$ cat src/rtl/instr_fetch_decode.sv
// rtl/instr_fetch_decode.sv - PC owner, instruction fetch and field decode for the 16-bit CPU
module instr_fetch_decode #(
  parameter int                ADDR_W   = 8,
  parameter logic [ADDR_W-1:0] RESET_PC = '0
) (
  input  logic              clk,
  input  logic              rst_n,
  output logic              imem_req,
  output logic [ADDR_W-1:0] imem_addr,
  input  logic              imem_ack,
  input  logic [15:0]       imem_rdata,
  output logic              issue_valid,
  input  logic              issue_ready,
  output logic [4:0]        opp,
  output logic [2:0]        R1,
  output logic [2:0]        R2,
  output logic [2:0]        QR,
  output logic [1:0]        RES,
  output logic [7:0]        imm8,
  input  logic [15:0]       jmp_target,
  input  logic              flag_gt,
  input  logic              flag_lt,
  input  logic              flag_eq,
  output logic              halted,
  output logic              illegal
);

  typedef enum logic [1:0] {
    S_FETCH  = 2'd0,
    S_DECODE = 2'd1,
    S_ISSUE  = 2'd2,
    S_HALT   = 2'd3
  } state_t;

  localparam logic [4:0] OP_NOP  = 5'd0;
  localparam logic [4:0] OP_MOV  = 5'd11;
  localparam logic [4:0] OP_JMP  = 5'd12;
  localparam logic [4:0] OP_JGO  = 5'd13;
  localparam logic [4:0] OP_JLO  = 5'd14;
  localparam logic [4:0] OP_JEO  = 5'd15;
  localparam logic [4:0] OP_HLT  = 5'd16;
  localparam logic [4:0] OP_RST  = 5'd17;
  localparam logic [4:0] OP_SETH = 5'd18;
  localparam logic [4:0] OP_SETL = 5'd19;

  state_t            r_state;
  logic [ADDR_W-1:0] r_pc;
  logic [15:0]       r_ir;

  logic [4:0]        w_opp;
  logic [ADDR_W-1:0] w_pc_inc;
  logic [ADDR_W-1:0] w_jmp_pc;
  logic              w_reserved;
  logic              w_unused_jmp_hi;

  assign w_opp      = r_ir[15:11];
  assign w_pc_inc   = r_pc + ADDR_W'(1);
  assign w_jmp_pc   = jmp_target[ADDR_W-1:0];
  assign w_reserved = (w_opp > OP_SETL);

  // Only the low ADDR_W bits of the register value can address program memory
  assign w_unused_jmp_hi = ^jmp_target[15:ADDR_W];

  // Sequencer: fetch one word, decode it for a single cycle, then either issue it or resolve it locally
  always_ff @(posedge clk) begin
    if (!rst_n) begin
      r_state <= S_FETCH;
      r_pc    <= RESET_PC;
      r_ir    <= 16'h0000;
    end else begin
      case (r_state)
        S_FETCH: begin
          if (imem_ack) begin
            r_ir    <= imem_rdata;
            r_state <= S_DECODE;
          end
        end
        S_DECODE: begin
          if (((w_opp > OP_NOP) && (w_opp <= OP_MOV)) || (w_opp == OP_SETH) || (w_opp == OP_SETL)) begin
            r_state <= S_ISSUE;
          end else if (w_opp == OP_HLT) begin
            r_state <= S_HALT;
          end else begin
            r_state <= S_FETCH;
            case (w_opp)
              OP_JMP:  r_pc <= w_jmp_pc;
              OP_JGO:  r_pc <= flag_gt ? w_jmp_pc : w_pc_inc;
              OP_JLO:  r_pc <= flag_lt ? w_jmp_pc : w_pc_inc;
              OP_JEO:  r_pc <= flag_eq ? w_jmp_pc : w_pc_inc;
              OP_RST:  r_pc <= RESET_PC;
              default: r_pc <= w_pc_inc;
            endcase
          end
        end
        S_ISSUE: begin
          if (issue_ready) begin
            r_pc    <= w_pc_inc;
            r_state <= S_FETCH;
          end
        end
        default: begin
          r_state <= S_HALT;
        end
      endcase
    end
  end

  assign imem_req    = (r_state == S_FETCH);
  assign imem_addr   = r_pc;
  assign issue_valid = (r_state == S_ISSUE);
  assign halted      = (r_state == S_HALT);
  assign illegal     = (r_state == S_DECODE) && w_reserved;

  assign opp  = r_ir[15:11];
  assign R1   = r_ir[10:8];
  assign R2   = r_ir[7:5];
  assign QR   = r_ir[4:2];
  assign RES  = r_ir[1:0];
  assign imm8 = r_ir[7:0];

endmodule

$ cat config.mk
export PLATFORM = sky130hd
export DESIGN_NAME = instr_fetch_decode
export DESIGN_NICKNAME = d
export VERILOG_FILES = /design/src/rtl/instr_fetch_decode.sv
export SDC_FILE = /design/constraint.sdc
export NUM_CORES = 1
export LEC_CHECK = 0
export CAP_MARGIN = 20
export CELL_PAD_IN_SITES_DETAIL_PLACEMENT = 2
export CELL_PAD_IN_SITES_GLOBAL_PLACEMENT = 2
export CORE_ASPECT_RATIO = 1.2
export CORE_UTILIZATION = 22
export DETAILED_ROUTE_END_ITERATION = 7
export PLACE_DENSITY_LB_ADDON = 0.25
export SETUP_SLACK_MARGIN = 0.15
export SLEW_MARGIN = 20
export SYNTH_ARGS = -nofsm -noshare
export SYNTH_HDL_FRONTEND = slang
export SYNTH_SLANG_ARGS = --single-unit
$ cat constraint.sdc
create_clock -name clk -period 3 [get_ports clk]
set_clock_uncertainty 0.2 [all_clocks]
set_input_delay 0.3 -clock clk [delete_from_list [all_inputs] [get_ports clk]]
set_output_delay 0.3 -clock clk [all_outputs]
set_load 0.02 [all_outputs]
==> results of run 1 <==
[synthesized netlist by cell type (3+ instances only)]
master	n
dfxtp_1	26
a21boi_0	15
nor2b_1	3
a22oi_1	7
buf_4	8
xor2_1	4
and2_1	3
nand2_1	40
clkbuf_1	5
o21ai_0	10
nand3_1	4
nor2_1	4
a21oi_1	7
[sequential cells by signal, indices dropped and copies added (netlist names)]
register and flops:
imem_addr 8, r_state 2, r_ir 16
[worst min-delay path: stages (launching register included)]
cell and delay, ns:
dfxtp_1 0.32, nand2_1 0.05, a21boi_1 0.05
[area by class of cell]
type	count	area (um2)
fill	701	3950
multi-input combinational	121	751
timing repair buffer	66	661
sequential	26	520
tap	82	103
clock buffer	4	55.1
inverter	2	7.51
[kinds of logic after synthesis]
logic type | share of synthesized area
and+or+nand+nor | 0.227
AOI/OAI and AO/OA | 0.263
DFF | 0.377
buffers and inverters | 0.0789
xor gates and xnor gates | 0.0381
muxes | 0.00725
adders and majority gates | 0.00906
[power by group]
group / leakage [nW] / internal, mW / switching, mW
clock: 0.0288 / 0.117 / 0.113
sequential: 0.214 / 0.375 / 0.0390
combinational: 0.483 / 0.144 / 0.129
[final timing paths]
kind                              start                        end  slack [ns]  depth (start not counted)
hold / removal     r_ir[9]$_SDFFE_PN0P_       r_ir[9]$_SDFFE_PN0P_        0.26                          2
setup reg to reg  r_ir[15]$_SDFFE_PN0P_  imem_addr[4]$_SDFFE_PN0P_        0.75                          5
hold reg to reg    r_ir[9]$_SDFFE_PN0P_       r_ir[9]$_SDFFE_PN0P_        0.26                          2
setup / recovery  r_ir[15]$_SDFFE_PN0P_                    illegal        0.71                          3
[routing by layer]
| metal | routed length (um) | track usage | share of wire | vias to the layer above |
|---|---|---|---|---|
| met5 | 0 | 0 | 0 | - |
| met4 | 30 | 0.0463 | 0.0069 | 0 |
| met3 | 183 | 0.0205 | 0.042 | 2 |
| met2 | 2370 | 0.262 | 0.55 | 37 |
| li1 | - | - | - | 673 |
| met1 | 1770 | 0.161 | 0.41 | 664 |
==> impl_metrics.ini, run 1 <==
[status]
status = completed

[synthesis]
ys_warn_count = 0
yosys.area.top_type = dfxtp_1
syn_inst = 164
ys_ff_latch = 26
synth_top_cell_area_share = 0.377
synth_area_per_cell_um2 = 8.42
synthArstFlopShare = 0
yosysUniqueCellTypes = 34
netlist_area_um2 = 1380
synth_area_leaders = dfxtp_1 38%, nand2_1 11%, a21boi_0 8.2%
synthFlopType = dfxtp_1
synth_edf_count = 0
ys_seq_area_frac = 0.377
synth.net_count = 204

[setup_path]
crit_buf_inv = 1
cp-start-kind = flop
crit_family = buffers and inverters
critPathMaxStageDelay_ns = 0.62
worstSetupEndpointType = output port
crit_path_top_delay_cell = clkdlybuf4s50_1
crit_fanout = 11
cp.required_ns = 2.50
crit_chain = o21ai_0, nor2_1, clkdlybuf4s50_1
arrival_ns = 1.79
crit_type = flop to output port

[sta]
hold_viol = 0
rsz0062_at_grt = false
finalCriticalPeriod_ns = 2.29
fmax_ghz = 0.436
worstMarginPinSlew_ns = 0.857
setup_tns_ns = 0
finalSetupViolCount = 0
fin_crit_sh = 0.764
setup_ws_ns = 0.708
relSlewSlack = 0.427
maxSlewViolCount = 0
holdWs_ns = 0.265

[route]
dr.pass1.iters = 3
via_per_inst = 4.57
drt_first_iter_violations = 52
drt-total-wl_um = 4350
vias = 1376
drc_errors = 0
ant_nets = 0
wl_per_cell_um = 14.5

[global_routing]
gr-total-overflow = 0
grt_max_degree = 27
grt_pass1_wl_um = 6930
grt_pass1_vias = 1413
track_usage = 0.140
antenna_found_initial = 0

[placement]
detailed_place_hpwl_um = 3190
portBuffers = 66
place_ws_ns = 0.726
place_area_um2 = 2040
dp_cells = 297
place_congestion = 0.722

[clock_tree]
path_clk_slew_ns = 0.09
cts_resized = 0
cts_hold_buffers = 0
root_buffer = clkbuf_8
cts_tree = built
clkLatencyLatePin_ns = 0.27
numClockSinks = 26
numCtsBuffers = 3
clk_path_buf_depth = 2
postCtsSetupBuffers = 0
h-tree-depth = 1

[pwr]
leakagePower_nw = 0.726
pwr_density_cell_nw_per_um2 = 437
power_mw = 0.916
peakVddDrop_mv = 0.161

[final_layout]
diodes = 0
area_delta_synth_final_pct = 51.9
drive_above_1_share = 0.0502
final_nets = 260
final_cell_mix = 66 x clkdlybuf4s50_1, 40 x nand2_1, 26 x dfxtp_1, 15 x a21boi_0, 10 x o21ai_0
final_area_um2 = 2100
layout_commonest_cell = clkdlybuf4s50_1
final_util = 0.347
fin_cells = 301

[floorplanning]
core-area_um2 = 6050
dieArea_um2 = 6590
std_cell_rows = 31
die_height_um = 88.8
die_w_um = 74.3
io_pins = 75
start_util = 0.228

[job]
cap_viol_max_count = 0

[min_path]
min_path_type = flop to flop
No activity file was read; power rests on OpenSTA's default activity.
==> run 2: changes to the inputs <==
- CORE_UTILIZATION: 22 -> 18
- clock period: 3 -> 1.85 ns (I/O delays scaled with it)
==> impl_metrics.ini, run 2 (synthesized netlist as in run 1, its figures left out) <==
[status]
status = finished with violations
violations = negative setup slack

[setup_path]
arrival_ns = 1.89
critical_path.startpoint = r_ir[14]$_SDFFE_PN0P_
r2r-start = r_ir[14]$_SDFFE_PN0P_
cp-start-kind = flop
reg2reg_depth = 6
crit_type = flop to flop
cp.required_ns = 1.83
worstSetupEndpointType = flop
crit_fanout = 15

[clock_tree]
cts_tree = built
h-tree-depth = 1
clk_path_buf_depth = 2
clkLatencyLatePin_ns = 0.28
cts_hold_buffers = 0
numCtsBuffers = 3
numClockSinks = 26
root_buffer = clkbuf_8
path_clk_slew_ns = 0.11

[pwr]
leakagePower_nw = 1.06
peakVddDrop_mv = 0.323
pwr_density_cell_nw_per_um2 = 669

[placement]
portBuffers = 66
place_congestion = 0.714
detailed_place_hpwl_um = 3590
place_area_um2 = 2240
place_ws_ns = -0.304

[global_routing]
track_usage = 0.124
grt_max_degree = 27
grt_pass1_vias = 1592
gr-total-overflow = 0
grt_pass1_wl_um = 7780
antenna_found_initial = 0

[final_layout]
regMostFlops = r_ir
diodes = 0
final_util = 0.334
largest_reg_flops = 16
final_cell_mix = 44 x clkdlybuf4s50_1, 39 x nand2_1, 26 x buf_4, 19 x dfxtp_1, 15 x a21boi_0
layout_commonest_cell = clkdlybuf4s50_1
drive_above_1_share = 0.252
final_nets = 287
final_area_um2 = 2440
area_delta_synth_final_pct = 77.0

[job]
cap_viol_max_count = 0

[route]
drc_errors = 0
drt-total-wl_um = 4730
via_per_inst = 4.31
wl_per_cell_um = 14.1
dr.pass1.iters = 4
vias = 1447
drt_first_iter_violations = 41
ant_nets = 0

[sta]
fin_crit_sh = 1.03
setup_tns_ns = -0.339
worstMarginPinSlew_ns = 0.310
finalCriticalPeriod_ns = 1.91
setup_ws_ns = -0.0602
rsz0062_at_grt = true
fmax_ghz = 0.524
hold_viol = 0
relSlewSlack = 0.791
maxSlewViolCount = 0
finalSetupViolCount = 8

[floorplanning]
die_height_um = 97.9
start_util = 0.189
dieArea_um2 = 8020
io_pins = 75
core-area_um2 = 7320
die_w_um = 81.9
std_cell_rows = 34

[min_path]
min_path_type = input pin to flop
hp-start = imem_rdata[3]
min_path_cells = 3
## run 2: changes by cell type in the layout (fill, tap and decap cells not counted), sizes merged
cell	delta
dlygate4sd2	+13
clkdlybuf4s15	+2
clkdlybuf4s50	-22
buf	+28
dlymetal6s2s	+6
## run 2: timing repair
item | 4_1_cts | 5_1_grt
resized for setup | 36 | 15
pin swaps | 14 | 0
endpoints found under the setup margin | 25 | 20
setup buffers | 4 | 4
## run 2: metal layers
layer | GRT usage | up-vias | share of wire
li1 | - | 723 | -
met1 | 0.153 | 677 | 0.42
met2 | 0.221 | 43 | 0.52
met3 | 0.0168 | 4 | 0.048
met4 | 0.0283 | 0 | 0.0080
met5 | 0 | - | 0
## run 2: worst max-delay path: stages, from the launching register on
cell       delay (ns)
dfxtp_4          0.38
or4_4            0.55
a21oi_4          0.18
a2bb2oi_4        0.17
buf_12           0.16
buf_4            0.12
a31oi_1          0.06
## run 2: stage by stage
stage / power, mW / cells / hold WS, ns
global placement: 1.18 / 324 / 0.243
CTS: 1.65 / 332 / 0.247
floorplan: 0.930 / 164 / 0.119
detailed placement: 1.19 / 324 / 0.256
finish: 1.63 / 336 / 0.257
global route: 1.73 / 336 / 0.263
## run 2: final cells by class
class / count / area [um2]
Clock buffer: 4 / 66.3
Fill cell: 838 / 4870
Timing Repair Buffer: 93 / 885
Tap cell: 90 / 113
Sequential cell: 26 / 542
Multi-Input combinational cell: 121 / 830
Inverter: 2 / 7.51
## run 2: worst paths after layout
check             slack (ns)                   endpoint
setup / recovery       -0.06  imem_addr[7]$_SDFFE_PN0P_
hold reg to reg         0.26       r_ir[9]$_SDFFE_PN0P_
setup reg to reg       -0.06  imem_addr[7]$_SDFFE_PN0P_
hold / removal          0.26       r_ir[3]$_SDFFE_PN0P_
## run 2: power breakdown
group | leakage, nW | internal [mW] | switching (mW)
registers | 0.218 | 0.607 | 0.0618
logic | 0.804 | 0.286 | 0.242
clock network | 0.0339 | 0.236 | 0.202
total | 1.06 | 1.13 | 0.506
==> run 3: changes to the inputs <==
--- a/constraint.sdc
+++ b/constraint.sdc
@@ -4,2 +4,2 @@
 set_output_delay 0.185 -clock clk [all_outputs]
-set_load 0.02 [all_outputs]
+set_load 0.05 [all_outputs]
==> impl_metrics.ini, run 3 (synthesized netlist as in run 1, its figures left out) <==
[final_layout]
area_delta_synth_final_pct = 67.5
fin_cells = 333
drive_above_1_share = 0.342
final_util = 0.316
final_cell_mix = 53 x buf_4, 39 x nand2_1, 30 x clkdlybuf4s50_1, 20 x dfxtp_1, 15 x a21boi_0
regMostFlops = r_ir
layout_commonest_cell = buf_4
diodes = 0
final_area_um2 = 2310
final_nets = 284
largest_reg_flops = 16

[route]
vias = 1495
wl_per_cell_um = 14.3
via_per_inst = 4.49
drt_first_iter_violations = 27
drc_errors = 0
drt-total-wl_um = 4750
ant_nets = 0
dr.pass1.iters = 4

[sta]
fin_crit_sh = 1.05
maxSlewViolCount = 0
holdWs_ns = 0.258
rsz0062_at_grt = true
relSlewSlack = 0.678
worstMarginPinSlew_ns = 0.485
finalCriticalPeriod_ns = 1.95
fmax_ghz = 0.514
hold_viol = 0
setup_ws_ns = -0.0966
finalSetupViolCount = 8

[clock_tree]
cts_tree = built
path_clk_slew_ns = 0.10
clkLatencyLatePin_ns = 0.28
cts_hold_buffers = 0
root_buffer = clkbuf_8
h-tree-depth = 1
clk_path_buf_depth = 2
numClockSinks = 26
numCtsBuffers = 3

[setup_path]
crit_fanout = 5
arrival_ns = 1.95
cp.required_ns = 1.86
cp-start-kind = flop
crit_type = flop to flop
reg2reg_depth = 7
worstSetupEndpointType = flop

[pwr]
power_mw = 1.66
power_frac_seq = 0.401
comb_power_share = 0.395
swShare = 0.378
clock_power_share = 0.205
leakagePower_nw = 0.932
pwr_density_cell_nw_per_um2 = 718
power.switching_mw = 0.627
peakVddDrop_mv = 0.259
power.internal_mw = 1.03

[placement]
place_congestion = 0.664
portBuffers = 66
dp_cells = 328
place_area_um2 = 2240
detailed_place_hpwl_um = 3650

[floorplanning]
core-area_um2 = 7320
dieArea_um2 = 8020
std_cell_rows = 34
start_util = 0.189
die_height_um = 97.9
die_w_um = 81.9
io_pins = 75

[global_routing]
grt_pass1_wl_um = 7880
gr-total-overflow = 0
antenna_found_initial = 0
grt_max_degree = 27
track_usage = 0.126
grt_pass1_vias = 1606

[status]
status = finished with violations
violations = negative setup slack

[min_path]
min_path_type = input pin to flop
min_path_cells = 3

[job]
cap_viol_max_count = 0
## run 3: what timing repair did
action                                  in CTS  in global routing
endpoints found under the setup margin      11                 16
gates resized for setup                      4                  2
buffers inserted                             0                  1
pin swaps                                    1                  0
## run 3: routing by layer
layer / up-vias / global-route usage / share of wire
met4: 0 / 0.0324 / 0.0095
li1: 723 / - / -
met5: - / 0 / 0
met2: 44 / 0.222 / 0.52
met3: 4 / 0.0262 / 0.058
met1: 724 / 0.152 / 0.41
## run 3: through the flow
| step | TNS, ns | worst slack (ns) |
|---|---|---|
| 6_report | -0.480 | -0.0966 |
| 5_1_grt | -1.20 | -0.168 |
| 4_1_cts | -0.705 | -0.110 |
| 3_5_place_dp | -2.15 | -0.289 |
| 3_3_place_gp | -1.89 | -0.251 |
| 2_1_floorplan | -0.414 | -0.0567 |
## run 3: cell type report
type                    instances  area, um2
clock buffers                   3       41.3
repair buffers                 90        810
inverters                       2       7.51
flip-flops and latches         26        538
multi-input cells             121        798
well taps                      90        113
fillers                       859       5010
clock inverters                 1       3.75
## run 3: worst paths after layout
kind / start / to / slack [ns]
setup reg to reg: r_ir[14]$_SDFFE_PN0P_ / imem_addr[6]$_SDFFE_PN0P_ / -0.1
hold / removal: imem_rdata[11] / r_ir[11]$_SDFFE_PN0P_ / 0.26
hold reg to reg: r_ir[9]$_SDFFE_PN0P_ / r_ir[9]$_SDFFE_PN0P_ / 0.27
setup / recovery: r_ir[14]$_SDFFE_PN0P_ / imem_addr[6]$_SDFFE_PN0P_ / -0.1
## run 3: worst max-delay path: stages (launching register included)
cell and delay, ns:
dfxtp_4 0.38, or4_4 0.55, a21oi_4 0.18, a2bb2oi_4 0.18, buf_6 0.13, buf_12 0.10
o21ai_2 0.04, a21oi_1 0.12
## run 3: power by group through the flow
stage	sequential, mW	combinational, mW	clock [mW]
2_1_floorplan	0.825	0.249	0
3_3_place_gp	0.678	0.647	0
3_5_place_dp	0.679	0.654	0
4_1_cts	0.667	0.658	0.352
5_1_grt	0.675	0.703	0.374
6_report	0.665	0.655	0.340
